<file path="src/rtl/isa_pkg.sv">
// Instruction-set constants shared by the fetch stage, decoder and control unit.
package isa_pkg;

    localparam int unsigned INSTR_W = 32;

    localparam int unsigned OPCODE_MSB = 31;
    localparam int unsigned OPCODE_LSB = 27;
    localparam int unsigned ALUOP_MSB  = 26;
    localparam int unsigned ALUOP_LSB  = 24;
    localparam int unsigned RD_MSB     = 23;
    localparam int unsigned RD_LSB     = 20;
    localparam int unsigned RS1_MSB    = 19;
    localparam int unsigned RS1_LSB    = 16;
    localparam int unsigned RS2_MSB    = 15;
    localparam int unsigned RS2_LSB    = 12;
    localparam int unsigned IMM_MSB    = 11;
    localparam int unsigned IMM_LSB    = 0;

    // ADD r0,r0,r0: no architectural effect, used for bubbles.
    localparam logic [INSTR_W-1:0] NOP_INSTR = 32'h0000_0000;

    localparam logic [4:0] OP_ALU = 5'b00000;
    localparam logic [4:0] OP_LW  = 5'b00001;
    localparam logic [4:0] OP_SW  = 5'b00010;
    localparam logic [4:0] OP_JMP = 5'b00011;
    localparam logic [4:0] OP_BE  = 5'b00100;
    localparam logic [4:0] OP_VEC = 5'b00101;

    typedef struct packed {
        logic [4:0]  opcode;
        logic [2:0]  aluop;
        logic [3:0]  rd;
        logic [3:0]  rs1;
        logic [3:0]  rs2;
        logic [11:0] imm;
    } instr_fields_t;

endpackage

</file>
<file path="src/rtl/fetch_unit_if.sv">
// Instruction-memory read bus: fetch stage is master, synchronous memory is slave.
interface fetch_unit_if #(
    parameter int unsigned ADDR_W = 32
);
    logic              imem_en;
    logic [ADDR_W-1:0] imem_addr;
    logic [31:0]       imem_rdata;

    modport master (output imem_en, output imem_addr, input imem_rdata);
    modport slave  (input imem_en, input imem_addr, output imem_rdata);
endinterface

</file>
<file path="src/rtl/fetch_skid_buf.sv">
// One-entry skid buffer catching a read that returns while decode is stalled.
module fetch_skid_buf
    import isa_pkg::*;
#(
    parameter int unsigned ADDR_W = 32
) (
    input  logic               clk,
    input  logic               rst,
    input  logic               load_i,
    input  logic               drain_i,
    input  logic               flush_i,
    input  logic [INSTR_W-1:0] instr_i,
    input  logic [ADDR_W-1:0]  pc_i,
    output logic               valid_o,
    output logic [INSTR_W-1:0] instr_o,
    output logic [ADDR_W-1:0]  pc_o
);

    logic               valid_q, valid_d;
    logic [INSTR_W-1:0] instr_q, instr_d;
    logic [ADDR_W-1:0]  pc_q, pc_d;

    always_comb begin
        valid_d = valid_q;
        instr_d = instr_q;
        pc_d    = pc_q;
        if (flush_i) begin
            valid_d = 1'b0;
        end else if (load_i) begin
            valid_d = 1'b1;
            instr_d = instr_i;
            pc_d    = pc_i;
        end else if (drain_i) begin
            valid_d = 1'b0;
        end
    end

    always_ff @(posedge clk) begin
        if (rst) begin
            valid_q <= 1'b0;
            instr_q <= NOP_INSTR;
            pc_q    <= '0;
        end else begin
            valid_q <= valid_d;
            instr_q <= instr_d;
            pc_q    <= pc_d;
        end
    end

    assign valid_o = valid_q;
    assign instr_o = instr_q;
    assign pc_o    = pc_q;

endmodule

</file>
<file path="src/rtl/fetch_unit.sv">
// Instruction fetch stage: PC, 1-cycle synchronous imem reads, stall skid and redirect squash.
module fetch_unit
    import isa_pkg::*;
#(
    parameter int unsigned      ADDR_W   = 32,
    parameter logic [ADDR_W-1:0] RESET_PC = '0
) (
    input  logic               clk,
    input  logic               rst,
    fetch_unit_if.master       imem,
    input  logic               stall,
    input  logic               redirect_valid,
    input  logic [ADDR_W-1:0]  redirect_target,
    output logic               dec_valid,
    output logic [INSTR_W-1:0] dec_instr,
    output logic [ADDR_W-1:0]  dec_pc,
    output logic [4:0]         OPcode,
    output logic [2:0]         ALUop,
    output logic [3:0]         rd,
    output logic [3:0]         rs1,
    output logic [3:0]         rs2,
    output logic [11:0]        imm
);

    logic [ADDR_W-1:0]  pc_q, pc_d;
    logic               ret_valid_q, ret_valid_d;
    logic [ADDR_W-1:0]  ret_pc_q, ret_pc_d;
    logic               dec_valid_q, dec_valid_d;
    logic [INSTR_W-1:0] dec_instr_q, dec_instr_d;
    logic [ADDR_W-1:0]  dec_pc_q, dec_pc_d;

    logic               fetch_en;
    logic [ADDR_W-1:0]  fetch_addr;
    logic               skid_load, skid_drain, skid_valid;
    logic [INSTR_W-1:0] skid_instr;
    logic [ADDR_W-1:0]  skid_pc;

    // No fetch while stalled keeps at most one return in flight, so the skid cannot overflow.
    always_comb begin
        fetch_en   = 1'b0;
        fetch_addr = pc_q;
        if (rst) begin
            fetch_en = 1'b0;
        end else if (redirect_valid) begin
            fetch_en   = 1'b1;
            fetch_addr = redirect_target;
        end else if (!stall) begin
            fetch_en = 1'b1;
        end
    end

    assign imem.imem_en   = fetch_en;
    assign imem.imem_addr = fetch_addr;

    assign skid_load  = stall && !redirect_valid && ret_valid_q;
    assign skid_drain = !stall && !redirect_valid && skid_valid;

    always_comb begin
        pc_d        = fetch_en ? fetch_addr + ADDR_W'(4) : pc_q;
        ret_valid_d = fetch_en;
        ret_pc_d    = fetch_en ? fetch_addr : ret_pc_q;
        dec_valid_d = dec_valid_q;
        dec_instr_d = dec_instr_q;
        dec_pc_d    = dec_pc_q;
        if (redirect_valid) begin
            dec_valid_d = 1'b0;
            dec_instr_d = NOP_INSTR;
        end else if (!stall) begin
            if (skid_valid) begin
                dec_valid_d = 1'b1;
                dec_instr_d = skid_instr;
                dec_pc_d    = skid_pc;
            end else if (ret_valid_q) begin
                dec_valid_d = 1'b1;
                dec_instr_d = imem.imem_rdata;
                dec_pc_d    = ret_pc_q;
            end else begin
                dec_valid_d = 1'b0;
                dec_instr_d = NOP_INSTR;
            end
        end
    end

    always_ff @(posedge clk) begin
        if (rst) begin
            pc_q        <= RESET_PC;
            ret_valid_q <= 1'b0;
            ret_pc_q    <= '0;
            dec_valid_q <= 1'b0;
            dec_instr_q <= NOP_INSTR;
            dec_pc_q    <= '0;
        end else begin
            pc_q        <= pc_d;
            ret_valid_q <= ret_valid_d;
            ret_pc_q    <= ret_pc_d;
            dec_valid_q <= dec_valid_d;
            dec_instr_q <= dec_instr_d;
            dec_pc_q    <= dec_pc_d;
        end
    end

    fetch_skid_buf #(
        .ADDR_W (ADDR_W)
    ) u_skid (
        .clk     (clk),
        .rst     (rst),
        .load_i  (skid_load),
        .drain_i (skid_drain),
        .flush_i (redirect_valid),
        .instr_i (imem.imem_rdata),
        .pc_i    (ret_pc_q),
        .valid_o (skid_valid),
        .instr_o (skid_instr),
        .pc_o    (skid_pc)
    );

    assign dec_valid = dec_valid_q;
    assign dec_instr = dec_instr_q;
    assign dec_pc    = dec_pc_q;
    assign OPcode    = dec_instr_q[OPCODE_MSB:OPCODE_LSB];
    assign ALUop     = dec_instr_q[ALUOP_MSB:ALUOP_LSB];
    assign rd        = dec_instr_q[RD_MSB:RD_LSB];
    assign rs1       = dec_instr_q[RS1_MSB:RS1_LSB];
    assign rs2       = dec_instr_q[RS2_MSB:RS2_LSB];
    assign imm       = dec_instr_q[IMM_MSB:IMM_LSB];

endmodule

</file>
<file path="src/flat_wrapper.sv">
// flat-port wrapper written by rule: the top's interface ports become plain ports
module fetch_unit_flat import isa_pkg::*;
#(
    parameter int unsigned      ADDR_W   = 32,
    parameter logic [ADDR_W-1:0] RESET_PC = '0
)
  (clk, rst, stall, redirect_valid, redirect_target, dec_valid, dec_instr, dec_pc, OPcode, ALUop, rd, rs1, rs2, imm, imem_imem_en, imem_imem_addr, imem_imem_rdata);
  fetch_unit_if #(.ADDR_W(ADDR_W)) imem_i ();
  input  logic clk;
  input  logic rst;
  input  logic stall;
  input  logic redirect_valid;
  input  logic [ADDR_W-1:0] redirect_target;
  output logic dec_valid;
  output logic [INSTR_W-1:0] dec_instr;
  output logic [ADDR_W-1:0] dec_pc;
  output logic [4:0] OPcode;
  output logic [2:0] ALUop;
  output logic [3:0] rd;
  output logic [3:0] rs1;
  output logic [3:0] rs2;
  output logic [11:0] imm;
  output wire logic [$bits(imem_i.imem_en)-1:0] imem_imem_en;
  output wire logic [$bits(imem_i.imem_addr)-1:0] imem_imem_addr;
  input wire logic [$bits(imem_i.imem_rdata)-1:0] imem_imem_rdata;
  assign imem_imem_en = imem_i.imem_en;
  assign imem_imem_addr = imem_i.imem_addr;
  assign imem_i.imem_rdata = imem_imem_rdata;
  fetch_unit #(.ADDR_W(ADDR_W), .RESET_PC(RESET_PC)) u_core (.clk(clk), .rst(rst), .imem(imem_i), .stall(stall), .redirect_valid(redirect_valid), .redirect_target(redirect_target), .dec_valid(dec_valid), .dec_instr(dec_instr), .dec_pc(dec_pc), .OPcode(OPcode), .ALUop(ALUop), .rd(rd), .rs1(rs1), .rs2(rs2), .imm(imm));
endmodule
</file>
<file path="config.mk">
export PLATFORM = sky130hd
export DESIGN_NAME = fetch_unit_flat
export DESIGN_NICKNAME = d
export VERILOG_FILES = /design/src/rtl/isa_pkg.sv /design/src/rtl/fetch_unit_if.sv /design/src/rtl/fetch_skid_buf.sv /design/src/rtl/fetch_unit.sv /design/src/flat_wrapper.sv
export SDC_FILE = /design/constraint.sdc
export NUM_CORES = 1
export LEC_CHECK = 0
export CORE_MARGIN = 5
export CORE_UTILIZATION = 40
export DETAILED_ROUTE_END_ITERATION = 8
export PLACE_DENSITY = 0.71
export SKIP_CTS_REPAIR_TIMING = 1
export SYNTH_ARGS = -nofsm -noshare
export SYNTH_HDL_FRONTEND = slang
export SYNTH_SLANG_ARGS = --single-unit
</file>
<file path="constraint.sdc">
create_clock -name clk -period 8.5 [get_ports clk]
set_input_delay 1.275 -clock clk [delete_from_list [all_inputs] [get_ports clk]]
set_output_delay 1.275 -clock clk [all_outputs]
set_load 0.01 [all_outputs]
</file>
# --- Word-level counts from Yosys, hierarchy flattened ---
# Cells that the tools add are included.
# W data, S select, Z words.
word_totals:
  reg_bits: 195
  inputBits: 68
  out_inout_bits: 130
  word_cells: 36
classes:
  addsub: 1
  n_mux: 13
  bitwise: 2
  n_reduce_logical: 11
ops:
  columns: ["cell", "count"]
  rows:
  - ["$mux W32", 6]
  - ["$add A32 B3 Y32 const B", 1]
  - ["$mux W1", 7]
  - ["$logic_and A1 B1 Y1", 4]
  - ["$reduce_bool A2 Y1", 2]
  - ["$reduce_and A3 Y1", 1]
  - ["$logic_not A1 Y1", 2]
  - ["$not A1 Y1", 2]
  - ["$reduce_and A2 Y1", 1]
  - ["$reduce_or A2 Y1", 1]

# --- Depth between registers and ports, before layout ---
# Gate-level depths: netlist of run 1.
logic_depth:
  word_depth: 5
  mapped_depth: 14
  mapped_depth_nobuf: 9

# --- Cells and area by module ---
# Synthesis of run 1 repeated with hierarchy kept, for this count alone.
hier_totals:
  hier_cells: 1084
  area_unflattened_um2: 9750.6
by_module_without_submodules:
  columns: ["mod", "n_inst", "cells_each", "area_per_inst_um2", "seq_area_each_um2"]
  rows:
  - ["fetch_unit", 1, 788, 6482.5, 2562.5]
  - ["fetch_skid_buf", 1, 296, 3268.1, 1301.2]

# --- Worst setup path before layout of run 1 ---
# OpenSTA, ideal clock, no wires.
synth_timing:
  path_type: "input to register"
  startpoint: "in redirect_valid"
  endpoint: "reg u_core.pc_q[22]"
  setup_ns: 0.106
  arrival_ns: 3.902
  required_time_ns: 8.394
  path_slack_ns: 4.492
  path_stages: 13
  n_path_buf: 5
  path_cell_list: "buf_6 nor2b_4 buf_6 buf_6 buf_4 buf_2 mux2_2 ha_1 nor4b_2 o211ai_1 nor2_1 a211o_1 o311ai_0"
synth_between:
  elab_chain_len: 3
  elab_cells_between_ends: 5
  classes_between: "add/sub (1); mux (4)"
synth_lines:
  columns: ["item", "line_no", "source"]
  rows:
  - ["from (decl)", "flat_wrapper.sv:12", "input logic redirect_valid;"]
  - ["$mux W32", "fetch_unit.sv:44", "end else if (redirect_valid) begin"]
  - ["$mux W32", "fetch_unit.sv:42", "if (rst) begin"]
  - ["named net imem_imem_addr[2]", "flat_wrapper.sv:24", "output wire logic [$bits(imem_i.imem_addr)-1:0] imem_imem_addr;"]
  - ["$add A32 B3 Y32", "fetch_unit.sv:59", "pc_d = fetch_en ? fetch_addr + ADDR_W'(4) : pc_q;"]
  - ["to (signal assigned)", "fetch_unit.sv:93", "pc_q <= pc_d;"]
  - ["to (decl)", "fetch_unit.sv:25", "logic [ADDR_W-1:0] pc_q, pc_d;"]
# The timed path passes the listed nets, and every way through them passes these cells.
# A chain may end at the register's enable or synchronous reset.

# --- Final worst setup path of run 1 ---
layout_timing:
  startpoint: "in redirect_valid"
  endpoint: "out imem_imem_addr[24]"
layout_between:
  elab_chain_len: 2
layout_lines:
  columns: ["item", "line_no"]
  rows:
  - ["$mux W32", "fetch_unit.sv:44"]
  - ["$mux W32", "fetch_unit.sv:42"]
  - ["to (decl)", "flat_wrapper.sv:24"]
# No other way between the ends.

==> results of run 1 <==
## layer usage
| metal | global-route usage, % | wire, um | part of all wire [%] |
|---|---|---|---|
| met4 | 4.69 | 307 | 1.2 |
| met5 | 0 | 0 | 0 |
| met3 | 4.71 | 1520 | 6.1 |
| met2 | 29.9 | 11500 | 46 |
| met1 | 26.1 | 11400 | 46 |
## logic make-up (layout without fill, tap and decap cells)
logic type | after synthesis | count (layout) | synth area share [%]
and+or+nand+nor | 429 | 429 | 20.6
muxes | 109 | 109 | 12.6
DFF | 193 | 193 | 43.3
adders and majority gates | 1 | 1 | 0.140
AOI/OAI and AO/OA | 208 | 208 | 14.2
xor gates and xnor gates | 13 | 13 | 1.28
buffers and inverters | 145 | 270 | 7.92
## Yosys cell counts (all sizes together)
| master | number |
|---|---|
| nand2 | 199 |
| dfxtp | 193 |
| nor2 | 152 |
| a21oi | 118 |
| mux2i | 100 |
| clkbuf | 63 |
| a211oi | 58 |
| buf | 50 |
| inv | 32 |
| nand3 | 16 |
| nand4 | 16 |
| nand3b | 14 |
| xnor2 | 12 |
| o21ai | 11 |
| nor3 | 10 |
| mux2 | 9 |
| a211o | 6 |
| o311ai | 5 |
| nor4 | 4 |
| nand2b | 3 |
| nand4b | 3 |
| nor2b | 3 |
| o211ai | 3 |
| o31ai | 3 |
| or3 | 3 |
| and2 | 2 |
| and3 | 2 |
| a21o | 1 |
| a311oi | 1 |
| a31oi | 1 |
| and4 | 1 |
| ha | 1 |
| nor4b | 1 |
| o2111ai | 1 |
| xor2 | 1 |
## metrics by stage
stage	std cells	hold slack, ns
floorplan	1098	0.436
global placement	1472	0.433
detailed placement	1472	0.440
CTS	1503	0.451
global route	1503	0.473
finish	1503	0.455
## final cells by class
type	count	share of cell area, %
Multi-Input combinational cell	760	38.6
Sequential cell	193	34.1
Timing Repair Buffer	207	18.0
Clock buffer	19	3.99
Tap cell	280	3.09
Clock inverter	12	1.18
Inverter	32	1.06
## sequential cells by signal, summed over array words and instances, names as in the netlist, 30 cells and up
| signal | count |
|---|---|
| u_core.pc_q | 30 |
| u_core.dec_pc | 32 |
| u_core.dec_instr | 32 |
| u_core.u_skid.pc_o | 32 |
| u_core.ret_pc_q | 32 |
| u_core.u_skid.instr_o | 32 |
## worst max path at each step
stage | slack [ns] | endpoint | cells past startpoint
2_1_floorplan | 4.49 | u_core.pc_q[22] | 13
3_3_place_gp | 2.58 | imem_imem_addr[24] | 6
3_5_place_dp | 2.54 | imem_imem_addr[24] | 6
4_1_cts | 2.53 | imem_imem_addr[24] | 6
5_1_grt | 2.31 | imem_imem_addr[24] | 6
6_report | 2.50 | imem_imem_addr[24] | 6
## power breakdown
| part | leakage, nW | internal [mW] | total [mW] | switching, mW |
|---|---|---|---|---|
| Sequential | 1.57 | 0.941 | 0.970 | 0.0285 |
| Clock | 0.274 | 0.448 | 0.800 | 0.352 |
| Combinational | 2.09 | 0.133 | 0.281 | 0.149 |
| Total | 3.94 | 1.52 | 2.05 | 0.529 |
## worst max-delay path, delay by kind of cell
kind | cells | cell delay (ns)
buffers and inverters | 4 | 2.21
multiplexers | 1 | 0.65
AND/OR/NAND/NOR | 1 | 0.57
==> results.md, run 1 <==
* Status: finished, final reports clean
* Hold Path End: u_core.dec_valid
* Final WS setup at 2.50 ns
* Critical Path AT at ~4.7 ns
* Worst-Margin Slew at around 1.2 ns
* Worst R2R End: u_core.pc_q[22]
* Largest net degree at the start of global routing at 91
* DPL Wire Length at around 17,000 um
* Vias at approximately 7,800
* Drt first pass iters at 5
* Remaining Overflow, GRT at 0
* RSZ-0062 raised after global routing: false
* Fin nets at approximately 1,300
* Max incr delay on CP at around 0.96 ns
* Post-route core utilization at roughly 52%
* Max frequency at between 0.15 and 0.2 GHz
* Fin Setup TNS at 0 ns
* Hold path startpoint: u_core.dec_valid
* Seq. cell area at just under 4000 um2
* Setup crit start: redirect_valid
* Per-cell routed wire length at approximately 16 um
* Total power at 2.05 mW
* R2R depth at 7
* Placed instance area at 10,800 um2
* Yosys cell types at 46
* Core Region at 21,900 um2
* Skew-Pair Late Insertion Delay at 0.43 ns
* Diode count at 0
* Launching point of the worst reg2reg path: u_core.pc_q[3]
* Area contributors post-synth: dfxtp_1 (43%), mux2i_1 (11%), nand2_1 (8.4%)
* Hold Crit Class: reg -> reg
* Die Y at between 150 and 200 um
* Leak Pwr at between 3 and 4 nW
* Initial Util at between 40% and 50%
* Area growth, synth to finish at 27.1%
* Leading area contributor after synthesis: dfxtp_1
* Slew Limit Fails at 0
* Syn Area/Cell at between 8 and 9 um2
* Most common cell after layout, fill and taps aside: nand2_1
* Most frequent cells in the layout: nand2_1 (198), clkdlybuf4s50_1 (195), dfxtp_1 (192), nor2_1 (152), a21oi_1 (118)
* Via density at 5.19
* Pwr dens at approximately 180 nW/um2
* Row count at 54
* Setup slack, reg-to-reg at just under 6 ns
* Final Hold Fails at 0
* Root buffer cell: clkbuf_16
* Yosys top cell area share at about 43%
* Layout cells sized above 1 at under 10%
* Synth Warn # at 0
* Clock tree buffer depth at 2
* Max-slew headroom at the worst pin at roughly 16%
* Tmin final at ~6.0 ns
* Die X at roughly 160 um
* CP cell instances: clkdlybuf4s50_1 > nor2b_4 > buf_4 > mux2i_1 > inv_1 > clkdlybuf4s50_1
* WL final at between 20,000 and 25,000 um
* Critical path class: in -> out
* Tcrit/Tclk final at between 70% and 80%
* CP dominant cell by count: clkdlybuf4s50_1
* Area taken by multi-input logic gates at 4390 um2
* DRC violations left at 0
* CP max-delay cell: clkdlybuf4s50_1
* FF+latch count, synth at between 150 and 200
* Worst hold path depth at 2
* Worst path required time at between 7 and 8 ns
* Seq/Total Area, Yosys at a little over two fifths
* Port Buf Inserts at 197
* Largest fanout on the critical path at 46
* Setup Skew at roughly 0.0071 ns
* Post-route cell area at about 11,000 um2
* I/O pin count at around 200
* Number of fill cells in the layout at approximately 2,100
* Setup WS pre-CTS at 2.54 ns
* Syn_nets at ~1,200
* Initial DRC Count at 681
* Max VDD drop at 0.000112 V
* Reg clk slew, reported paths at 0.07 ns
* Routability congestion estimate at 0.861
* Aggregate global-route resource usage at 19.0%
* TritonCTS clock tree: built
* CTS Buf Count at 17
* Die area at between 20,000 and 30,000 um2
* Num Clock Sinks at 193
* Max Cap Viol at 0
* Startpoint types: primary input
* Mapped Area at roughly 8900 um2
* Synth Instances at between 1,000 and 1,500
* Vias in the first global route at around 7,300
* Setup-failing EPs final at 0
* First-pass GRT wire length at roughly 40,000 um
* Initial antenna violation count at 0
* H-tree depth at 4
* Routed Antenna Nets at 0
* Crit. End Element: output pin
Power figures use the tool's default switching activity.
==> inputs of run 2 (changes only) <==
Clock period 8.5 ns to 6 ns, I/O delays scaled along.
==> results.md, run 2 (synthesis results as in run 1) <==
* Crit. End Element: output pin
* Num Clock Sinks at 193
* Die area at around 25,000 um2
* WL final at between 20,000 and 30,000 um
* Sw power at approximately 0.79 mW
* Worst hold path depth at 2
* Max incr delay on CP at between 0.5 and 0.6 ns
* Most frequent cells in the layout: nand2_1 (198), clkdlybuf4s50_1 (195), dfxtp_1 (192), nor2_1 (152), a21oi_1 (118)
* Fin nets at between 1,000 and 1,500
* Vias at 7,838
* Reg clk slew, reported paths at roughly 0.08 ns
* Max-slew headroom at the worst pin at a little under two fifths
* DPL Wire Length at around 17,000 um
* Routed Antenna Nets at 0
* TritonCTS clock tree: built
* Skew-Pair Late Insertion Delay at between 0.4 and 0.5 ns
* Clock tree buffer depth at 2
* Core Region at about 22,000 um2
* Clk network pwr share at just under 40%
* Pwr dens at about 260 nW/um2
* Critical Path AT at between 3 and 4 ns
* Initial Util at about two fifths
* Area growth, synth to finish at 27.8%
* Largest fanout on the critical path at 45
* Tcrit/Tclk final at 71.8%
* I/O pin count at about 200
* Post-route cell area at approximately 11,000 um2
* Leak Pwr at between 3 and 4 nW
* Cell count after placement at between 1,000 and 1,500
* Per-cell routed wire length at between 15 and 20 um
* Initial DRC Count at approximately 550
* Cell family with most CP delay: buffers and inverters
* Max VDD drop at about 0.00017 V
* Remaining Overflow, GRT at 0
* Status: finished, final reports clean
* Layout cells sized above 1 at 6.18%
* Slew Limit Fails at 0
* Vias in the first global route at between 7,000 and 8,000
* Aggregate global-route resource usage at roughly a fifth
* Via density at between 5 and 6
* Sw frac at 26.9%
* Sequential fraction of design power at between 40% and 50%
* Initial antenna violation count at 0
* Die X at ~160 um
* Largest net degree at the start of global routing at 74
* Final WS setup at ~1.7 ns
* CP dominant cell by count: clkdlybuf4s50_1
* CP Depth at 7
* Setup Skew at ~0.012 ns
* Hold Crit Class: reg -> reg
* Diode count at 0
* Placed instance area at roughly 11,000 um2
* Worst-Margin Slew at between 0.9 and 1 ns
* Fin Setup TNS at 0 ns
* Max frequency at between 0.2 and 0.25 GHz
* DRC violations left at 0
* Max Cap Viol at 0
* Setup WS pre-CTS at between 1.5 and 2 ns
* Final Hold Fails at 0
* Non-Filler Instances at 1,510
* Worst Path Buf+Inv at 5
* CP max-delay cell: clkdlybuf4s50_1
* CP cell instances: clkdlybuf4s50_1 > nor2b_4 > buf_12 > mux2i_1 > buf_4 > inv_1 > clkdlybuf4s50_1
* Worst path required time at between 5 and 6 ns
* Drt first pass iters at 5
* Most common cell after layout, fill and taps aside: nand2_1
* Startpoint types: primary input
* Die Y at between 150 and 200 um
* Total power at 2.94 mW
* Worst hold slack at between 0.4 and 0.5 ns
* Routability congestion estimate at 0.867
* Critical path class: in -> out
* Post-route core utilization at a little over half
* R2R depth at 7
* Tmin final at 4.31 ns
* Root buffer cell: clkbuf_16
* Setup-failing EPs final at 0
* Port Buf Inserts at 197
* CTS Buf Count at 17
* Internal power at around 2.2 mW
* First-pass GRT wire length at between 40,000 and 50,000 um
* Row count at 54
* Comb pwr share at between 10% and 20%
* RSZ-0062 raised after global routing: false
* H-tree depth at 4
[run 2: cell types whose count changed in the layout (fill, tap and decap cells not counted), sizes merged]
cell / previous run / this run
inv: 34 / 42
buf: 12 / 18
clkinvlp: 5 / 0
clkbuf: 19 / 17
[run 2: cell type report]
class / count / area [um2]
Fill cell: 2075 / 10500
Multi-Input combinational cell: 760 / 4390
Sequential cell: 193 / 3870
Timing Repair Buffer: 213 / 2100
Clock buffer: 17 / 425
Tap cell: 280 / 350
Clock inverter: 15 / 169
Inverter: 32 / 120
[run 2: path summary, 6_finish.rpt]
path	slack [ns]	from	endpoint
setup / recovery	1.69	redirect_valid	imem_imem_addr[24]
hold / removal	0.45	u_core.dec_valid	u_core.dec_valid
hold reg to reg	0.45	u_core.dec_valid	u_core.dec_valid
setup reg to reg	3.57	u_core.pc_q[3]	u_core.pc_q[28]
[run 2: power by group through the flow]
stage / sequential (mW) / clock [mW] / combinational, mW
2_1_floorplan: 1.40 / 0 / 0.221
3_3_place_gp: 1.40 / 0 / 0.401
3_5_place_dp: 1.40 / 0 / 0.405
4_1_cts: 1.37 / 1.19 / 0.407
5_1_grt: 1.38 / 1.24 / 0.441
6_report: 1.37 / 1.17 / 0.405
[run 2: worst min-delay path, stage by stage (launching register included)]
cell     delay [ns]
dfxtp_1        0.32
inv_1          0.05
a21oi_1        0.05
[run 2: routing by layer]
metal  part of all wire (%)  track usage [%]  up-vias
met3                    4.6             3.78       33
met4                    2.1             6.90        0
met1                     47             25.9     3650
li1                       -                -     3951
met2                     47             31.3      204
met5                      0                0        -
